[src/rtl/arith_pkg.sv]
// Shared definitions for the arithmetic unit and its downstream stages.
//   STAT_*          bit indices into the 4-bit status word
//   arith_status_t  packed view of the status word
//   fill_state_e    occupancy class of the result FIFO
//   fill_state()    maps a level to its occupancy class
package arith_pkg;

  localparam int unsigned STAT_ERROR = 3;
  localparam int unsigned STAT_NEZ   = 2;
  localparam int unsigned STAT_ZEROS = 1;
  localparam int unsigned STAT_OVF   = 0;
  localparam int unsigned STAT_W     = 4;

  typedef struct packed {
    logic error;
    logic nez;
    logic zeros;
    logic ovf;
  } arith_status_t;

  typedef enum logic [1:0] {
    FillEmpty,
    FillPartial,
    FillFull
  } fill_state_e;

  function automatic fill_state_e fill_state(input int unsigned level, input int unsigned depth);
    fill_state_e st;
    if (level == 0) begin
      st = FillEmpty;
    end else if (level >= depth) begin
      st = FillFull;
    end else begin
      st = FillPartial;
    end
    return st;
  endfunction

endpackage

[src/rtl/arith_fifo_mem.sv]
// Register-array storage for the result FIFO.
//   i_clk    clock, write on rising edge
//   i_we     write enable
//   i_waddr  write address
//   i_wdata  write data
//   i_raddr  read address (asynchronous read)
//   o_rdata  read data
// Contents are intentionally not reset.
module arith_fifo_mem #(
  parameter int unsigned WIDTH = 36,
  parameter int unsigned DEPTH = 8
) (
  input  logic                     i_clk,
  input  logic                     i_we,
  input  logic [$clog2(DEPTH)-1:0] i_waddr,
  input  logic [WIDTH-1:0]         i_wdata,
  input  logic [$clog2(DEPTH)-1:0] i_raddr,
  output logic [WIDTH-1:0]         o_rdata
);

  logic [WIDTH-1:0] mem_q [DEPTH];

  always_ff @(posedge i_clk) begin
    if (i_we) begin
      mem_q[i_waddr] <= i_wdata;
    end
  end

  assign o_rdata = mem_q[i_raddr];

endmodule

[src/rtl/arith_result_buffer.sv]
// Result FIFO behind the arithmetic unit with valid/ready output and status counters.
//   i_clk, i_reset_n    clock and asynchronous active-low reset
//   i_clear             synchronous clear of FIFO, counters and drop flag
//   i_valid, i_result,
//   i_status            registered ALU output and its status word
//   i_filter_err        discard (but still count) results flagged ERROR
//   i_ready, o_valid,
//   o_result, o_status  first-word-fall-through consumer handshake
//   o_level, o_full     occupancy
//   o_drop              sticky: an input was lost to a full FIFO
//   o_err_cnt,
//   o_zero_cnt          saturating counts of ERROR / ZEROS inputs
module arith_result_buffer
  import arith_pkg::*;
#(
  parameter int unsigned BITS  = 32,
  parameter int unsigned DEPTH = 8,
  parameter int unsigned CNT_W = 16
) (
  input  logic                       i_clk,
  input  logic                       i_reset_n,
  input  logic                       i_clear,
  input  logic                       i_valid,
  input  logic [BITS-1:0]            i_result,
  input  logic [3:0]                 i_status,
  input  logic                       i_filter_err,
  input  logic                       i_ready,
  output logic                       o_valid,
  output logic [BITS-1:0]            o_result,
  output logic [3:0]                 o_status,
  output logic [$clog2(DEPTH+1)-1:0] o_level,
  output logic                       o_full,
  output logic                       o_drop,
  output logic [CNT_W-1:0]           o_err_cnt,
  output logic [CNT_W-1:0]           o_zero_cnt
);

  localparam int unsigned PtrW   = $clog2(DEPTH);
  localparam int unsigned LvlW   = $clog2(DEPTH + 1);
  localparam int unsigned EntryW = BITS + STAT_W;

  logic [PtrW-1:0]   rd_ptr_q, rd_ptr_d;
  logic [PtrW-1:0]   wr_ptr_q, wr_ptr_d;
  logic [LvlW-1:0]   level_q, level_d;
  logic              drop_q, drop_d;
  logic [CNT_W-1:0]  err_cnt_q, err_cnt_d;
  logic [CNT_W-1:0]  zero_cnt_q, zero_cnt_d;
  // Last value shown on the output, so data holds (and is never X) while empty.
  logic [EntryW-1:0] hold_q, hold_d;

  arith_status_t     in_stat;
  fill_state_e       fill;
  logic              head_valid;
  logic              full;
  logic              pop;
  logic              store;
  logic              push;
  logic              lost;
  logic              mem_we;
  logic [EntryW-1:0] head_entry;
  logic [EntryW-1:0] out_entry;

  assign in_stat    = arith_status_t'(i_status);
  assign fill       = fill_state(32'(level_q), DEPTH);
  assign head_valid = (fill != FillEmpty);
  assign full       = (fill == FillFull);

  assign pop   = head_valid & i_ready;
  assign store = i_valid & ~(i_filter_err & in_stat.error);
  // A full FIFO still accepts when the head leaves on the same edge.
  assign push  = store & (~full | pop);
  assign lost  = store & full & ~pop;

  assign mem_we    = push & ~i_clear;
  assign out_entry = head_valid ? head_entry : hold_q;

  arith_fifo_mem #(
    .WIDTH (EntryW),
    .DEPTH (DEPTH)
  ) u_mem (
    .i_clk   (i_clk),
    .i_we    (mem_we),
    .i_waddr (wr_ptr_q),
    .i_wdata ({i_status, i_result}),
    .i_raddr (rd_ptr_q),
    .o_rdata (head_entry)
  );

  always_comb begin
    rd_ptr_d   = rd_ptr_q;
    wr_ptr_d   = wr_ptr_q;
    level_d    = level_q;
    drop_d     = drop_q;
    err_cnt_d  = err_cnt_q;
    zero_cnt_d = zero_cnt_q;
    hold_d     = out_entry;

    if (i_clear) begin
      rd_ptr_d   = '0;
      wr_ptr_d   = '0;
      level_d    = '0;
      drop_d     = 1'b0;
      err_cnt_d  = '0;
      zero_cnt_d = '0;
      hold_d     = '0;
    end else begin
      if (pop) begin
        rd_ptr_d = rd_ptr_q + PtrW'(1);
      end
      if (push) begin
        wr_ptr_d = wr_ptr_q + PtrW'(1);
      end
      case ({push, pop})
        2'b10:   level_d = level_q + LvlW'(1);
        2'b01:   level_d = level_q - LvlW'(1);
        default: level_d = level_q;
      endcase
      if (lost) begin
        drop_d = 1'b1;
      end
      // Counters see every valid input, even ones filtered or lost.
      if (i_valid && in_stat.error && (err_cnt_q != '1)) begin
        err_cnt_d = err_cnt_q + CNT_W'(1);
      end
      if (i_valid && in_stat.zeros && (zero_cnt_q != '1)) begin
        zero_cnt_d = zero_cnt_q + CNT_W'(1);
      end
    end
  end

  always_ff @(posedge i_clk or negedge i_reset_n) begin
    if (!i_reset_n) begin
      rd_ptr_q   <= '0;
      wr_ptr_q   <= '0;
      level_q    <= '0;
      drop_q     <= 1'b0;
      err_cnt_q  <= '0;
      zero_cnt_q <= '0;
      hold_q     <= '0;
    end else begin
      rd_ptr_q   <= rd_ptr_d;
      wr_ptr_q   <= wr_ptr_d;
      level_q    <= level_d;
      drop_q     <= drop_d;
      err_cnt_q  <= err_cnt_d;
      zero_cnt_q <= zero_cnt_d;
      hold_q     <= hold_d;
    end
  end

  assign o_valid    = head_valid;
  assign o_result   = out_entry[BITS-1:0];
  assign o_status   = out_entry[EntryW-1 -: STAT_W];
  assign o_level    = level_q;
  assign o_full     = full;
  assign o_drop     = drop_q;
  assign o_err_cnt  = err_cnt_q;
  assign o_zero_cnt = zero_cnt_q;

endmodule
[config.mk]
export PLATFORM = sky130hd
export DESIGN_NAME = arith_result_buffer
export DESIGN_NICKNAME = d
export VERILOG_FILES = /design/src/rtl/arith_pkg.sv /design/src/rtl/arith_fifo_mem.sv /design/src/rtl/arith_result_buffer.sv
export SDC_FILE = /design/constraint.sdc
export NUM_CORES = 1
export LEC_CHECK = 0
export CAP_MARGIN = 30
export CORE_MARGIN = 1
export CORE_UTILIZATION = 35
export CTS_CLUSTER_DIAMETER = 200
export DETAILED_ROUTE_END_ITERATION = 10
export PLACE_DENSITY_LB_ADDON = 0.12
export SYNTH_ARGS = -nofsm -noshare
export SYNTH_HDL_FRONTEND = slang
export SYNTH_SLANG_ARGS = --single-unit
[constraint.sdc]
create_clock -name i_clk -period 11.48 [get_ports i_clk]
set_input_delay 2.87 -clock i_clk [delete_from_list [all_inputs] [get_ports i_clk]]
set_output_delay 2.87 -clock i_clk [all_outputs]
set_load 0.02 [all_outputs]
==> results.sh <==
export IMPL_outcome="finished with violations"
export IMPL_violations="design-rule violations"
export IMPL_max_cap_violations=0
export IMPL_worst_slew_pin_slew_ps=972
export IMPL_maxSlewHeadroom_pct=34.8
export IMPL_htreeDepth=2
export IMPL_min_from="o_drop$_DFFE_PN0P_"
export IMPL_end_kind="output port"
export IMPL_synth_cell_types=41
export IMPL_final_common_cell="edfxtp_1"
export IMPL_yosysWarnings=0
export IMPL_viasPerCell=4.95
export IMPL_synth_fp_nets=881
export IMPL_hold_violations=0
export IMPL_vdd_drop_max_uv=140
export IMPL_crit_path_start_kind="flop"
export IMPL_period_needed_ps=6580
export IMPL_setup_violations=0
export IMPL_max_stage_delay_ps=780
export IMPL_core_area_um2=41000
export IMPL_final_core_util_pct=43.4
export IMPL_final_cell_mix="edfxtp_1 (288), clkdlybuf4s50_1 (114), nor2_1 (81)"
export IMPL_clockRootBuffer="clkbuf_16"
export IMPL_rsz0062_at_grt="false"
export IMPL_cts_buffers=41
export IMPL_drtPass1Iterations=8
export IMPL_max_freq_ghz=0.152
export IMPL_cts_resized_gates=0
export IMPL_whs_path_depth=2
export IMPL_fin_crit_sh_pct=57.3
export IMPL_netlist_area_um2=14600
export IMPL_die_area_um2=42700
export IMPL_initial_core_util_pct=35.7
export IMPL_drcViolationCount=11
export IMPL_path_clk_slew_ps=60
export IMPL_cts_tree="done"
export IMPL_grt_usage_pct=15.4
export IMPL_die_x_um=207
export IMPL_critPathRequiredTime_ps=8610
export IMPL_io_pins=117
export IMPL_synth_ff_type="edfxtp_1"
export IMPL_seq_area_frac_synth_pct=72.5
export IMPL_cts_hold_buffers=0
export IMPL_cts_setup_buffers=0
export IMPL_first_iter_violations=339
export IMPL_fin_skew_ps=22.4
export IMPL_worstReg2RegEnd="o_level[3]$_DFFE_PN0P_"
export IMPL_drive_gt1_share_pct=16.6
export IMPL_r2r_slack_ps=8450
export IMPL_grt_pass1_vias=7807
export IMPL_grt_overflow=0
export IMPL_portBuffers=116
export IMPL_reg2reg_depth=10
export IMPL_worstPathArrival_ps=3710
export IMPL_path_max_fanout=30
export IMPL_clk_latency_ps=560
export IMPL_leakage_nw=5.96
export IMPL_crit_slowest_cell="dfrtp_4"
export IMPL_routed_wl_mm=31.7
export IMPL_synth_edff_count=288
export IMPL_vias=7555
export IMPL_path_class="reg -> out"
export IMPL_antenna_found_initial=2
export IMPL_hold_path_endpoint="o_drop$_DFFE_PN0P_"
export IMPL_avgSynthCellArea_um2=17.6
export IMPL_syn2layout_area_growth_pct=21.6
export IMPL_critPathTopFamily="buffers and inverters"
export IMPL_slew_violations=0
export IMPL_n_antenna_cell=0
export IMPL_path_buf_inv=3
export IMPL_nNetsFinal=1011
export IMPL_synth_async_reset_ratio_pct=21.5
export IMPL_wl_per_cell_um=20.7
export IMPL_hpwlAfterDp_mm=17.9
export IMPL_final_antenna_net_count=0
export IMPL_grt_max_degree=78
export IMPL_gp_congestion=0.727
export IMPL_rows=74
export IMPL_r2r_start="o_level[3]$_DFFE_PN0P_"
export IMPL_clock_sinks=367
export IMPL_grt_pass1_wl_mm=48.6
export IMPL_syn_inst=832
export IMPL_powerDensity_nw_per_um2=221
export IMPL_final_setup_tns_ps=0
export IMPL_ys_ff_latch=367
export IMPL_die_height_um=207
export IMPL_crit_chain="buf_4, buf_16, mux4_2, mux2i_1, a21oi_1, clkdlybuf4s50_1"
export IMPL_hp_class="reg -> reg"
export IMPL_clock_tree_buffer_depth=3
report_power, final:
part | switching (mW) | total, mW | internal, mW
clock network | 0.518 | 1.26 | 0.747
logic | 0.559 | 1.09 | 0.531
registers | 0.0577 | 1.58 | 1.52
total | 1.13 | 3.94 | 2.80
per-stage QoR:
step	hold WS (ps)	power (mW)	std cells	area [um^2]	setup WS, ps
final	526	3.94	1527	17800	4900
after global routing	564	4.14	1527	17800	4590
after CTS	529	4.01	1527	17800	4740
after detailed placement	513	2.72	1451	16500	5010
after global placement	535	2.71	1448	16400	5100
after floorplan	546	2.29	832	14600	4670
cells in the mapped netlist, types with 3 or more instances:
master / n / area [um^2]
xnor2_1: 16 / 140
dfrtp_1: 79 / 1980
nor3_1: 5 / 25.0
ha_1: 6 / 75.1
nor2b_1: 37 / 231
clkbuf_1: 28 / 105
inv_1: 4 / 15.0
o211ai_1: 3 / 22.5
a31oi_1: 3 / 18.8
mux2i_1: 40 / 400
nand4_1: 14 / 87.6
o21ai_0: 4 / 20.0
edfxtp_1: 288 / 8650
a21oi_1: 46 / 230
nand3_1: 9 / 45.0
xor2_1: 18 / 158
and4_1: 7 / 61.3
nor2_1: 87 / 327
buf_2: 15 / 75.1
and2_1: 6 / 37.5
nand2_1: 14 / 52.6
mux4_2: 72 / 1620
and3_1: 4 / 25.0
nand2b_1: 3 / 18.8
mux2_4: 3 / 45.0
tightest hold or removal path, cell delays in order (launching register included):
cell	delay, ps
dfrtp_1	370
a31oi_1	50
nor2_1	70
area by class of cell:
type | count | area (um^2)
repair buffers | 133 | 1320
inverters | 4 | 15.0
fillers | 3661 | 23200
clock inverters | 17 | 150
multi-input cells | 415 | 3870
well taps | 532 | 666
flip-flops and latches | 367 | 10600
clock buffers | 59 | 1150
metal layers:
metal  vias to the layer above  share of wire [%]  global-route usage [%]
met2                       132                 48                    25.1
met3                        52                3.6                    2.64
met1                      3898                 46                    21.0
met4                         4                2.2                    5.12
met5                         -              0.073                       0
li1                       3469                  -                       -
logic make-up after synthesis:
logic type,count (synthesis),share of synthesized area (%)
compound gates,64,2.49
xor+xnor,34,2.03
fa+ha+maj,7,0.649
buf+inv,50,1.46
flops,367,72.5
mux,115,14.1
simple gates,195,6.72
registers in the layout, summed over array words and instances, names as in the netlist:
register,flops
rd_ptr_q,3
o_level,4
hold_q,36
o_err_cnt,16
o_drop,1
u_mem.mem_q,288
wr_ptr_q,3
o_zero_cnt,16
worst max path at each step:
stage / from / end / slack (ps) / depth (start not counted)
global placement: rd_ptr_q[0]$_DFFE_PN0P_ / o_status[0] / 5100 / 5
floorplan: i_valid / u_mem.mem_q[0][0]$_DFFE_PP_ / 4670 / 5
CTS: rd_ptr_q[0]$_DFFE_PN0P_ / o_result[16] / 4740 / 6
finish: rd_ptr_q[0]$_DFFE_PN0P_ / o_result[16] / 4900 / 6
global route: rd_ptr_q[0]$_DFFE_PN0P_ / o_result[16] / 4590 / 6
detailed placement: i_status[3] / u_mem.mem_q[0][10]$_DFFE_PP_ / 5010 / 6
No activity file was read; power rests on OpenSTA's default activity.
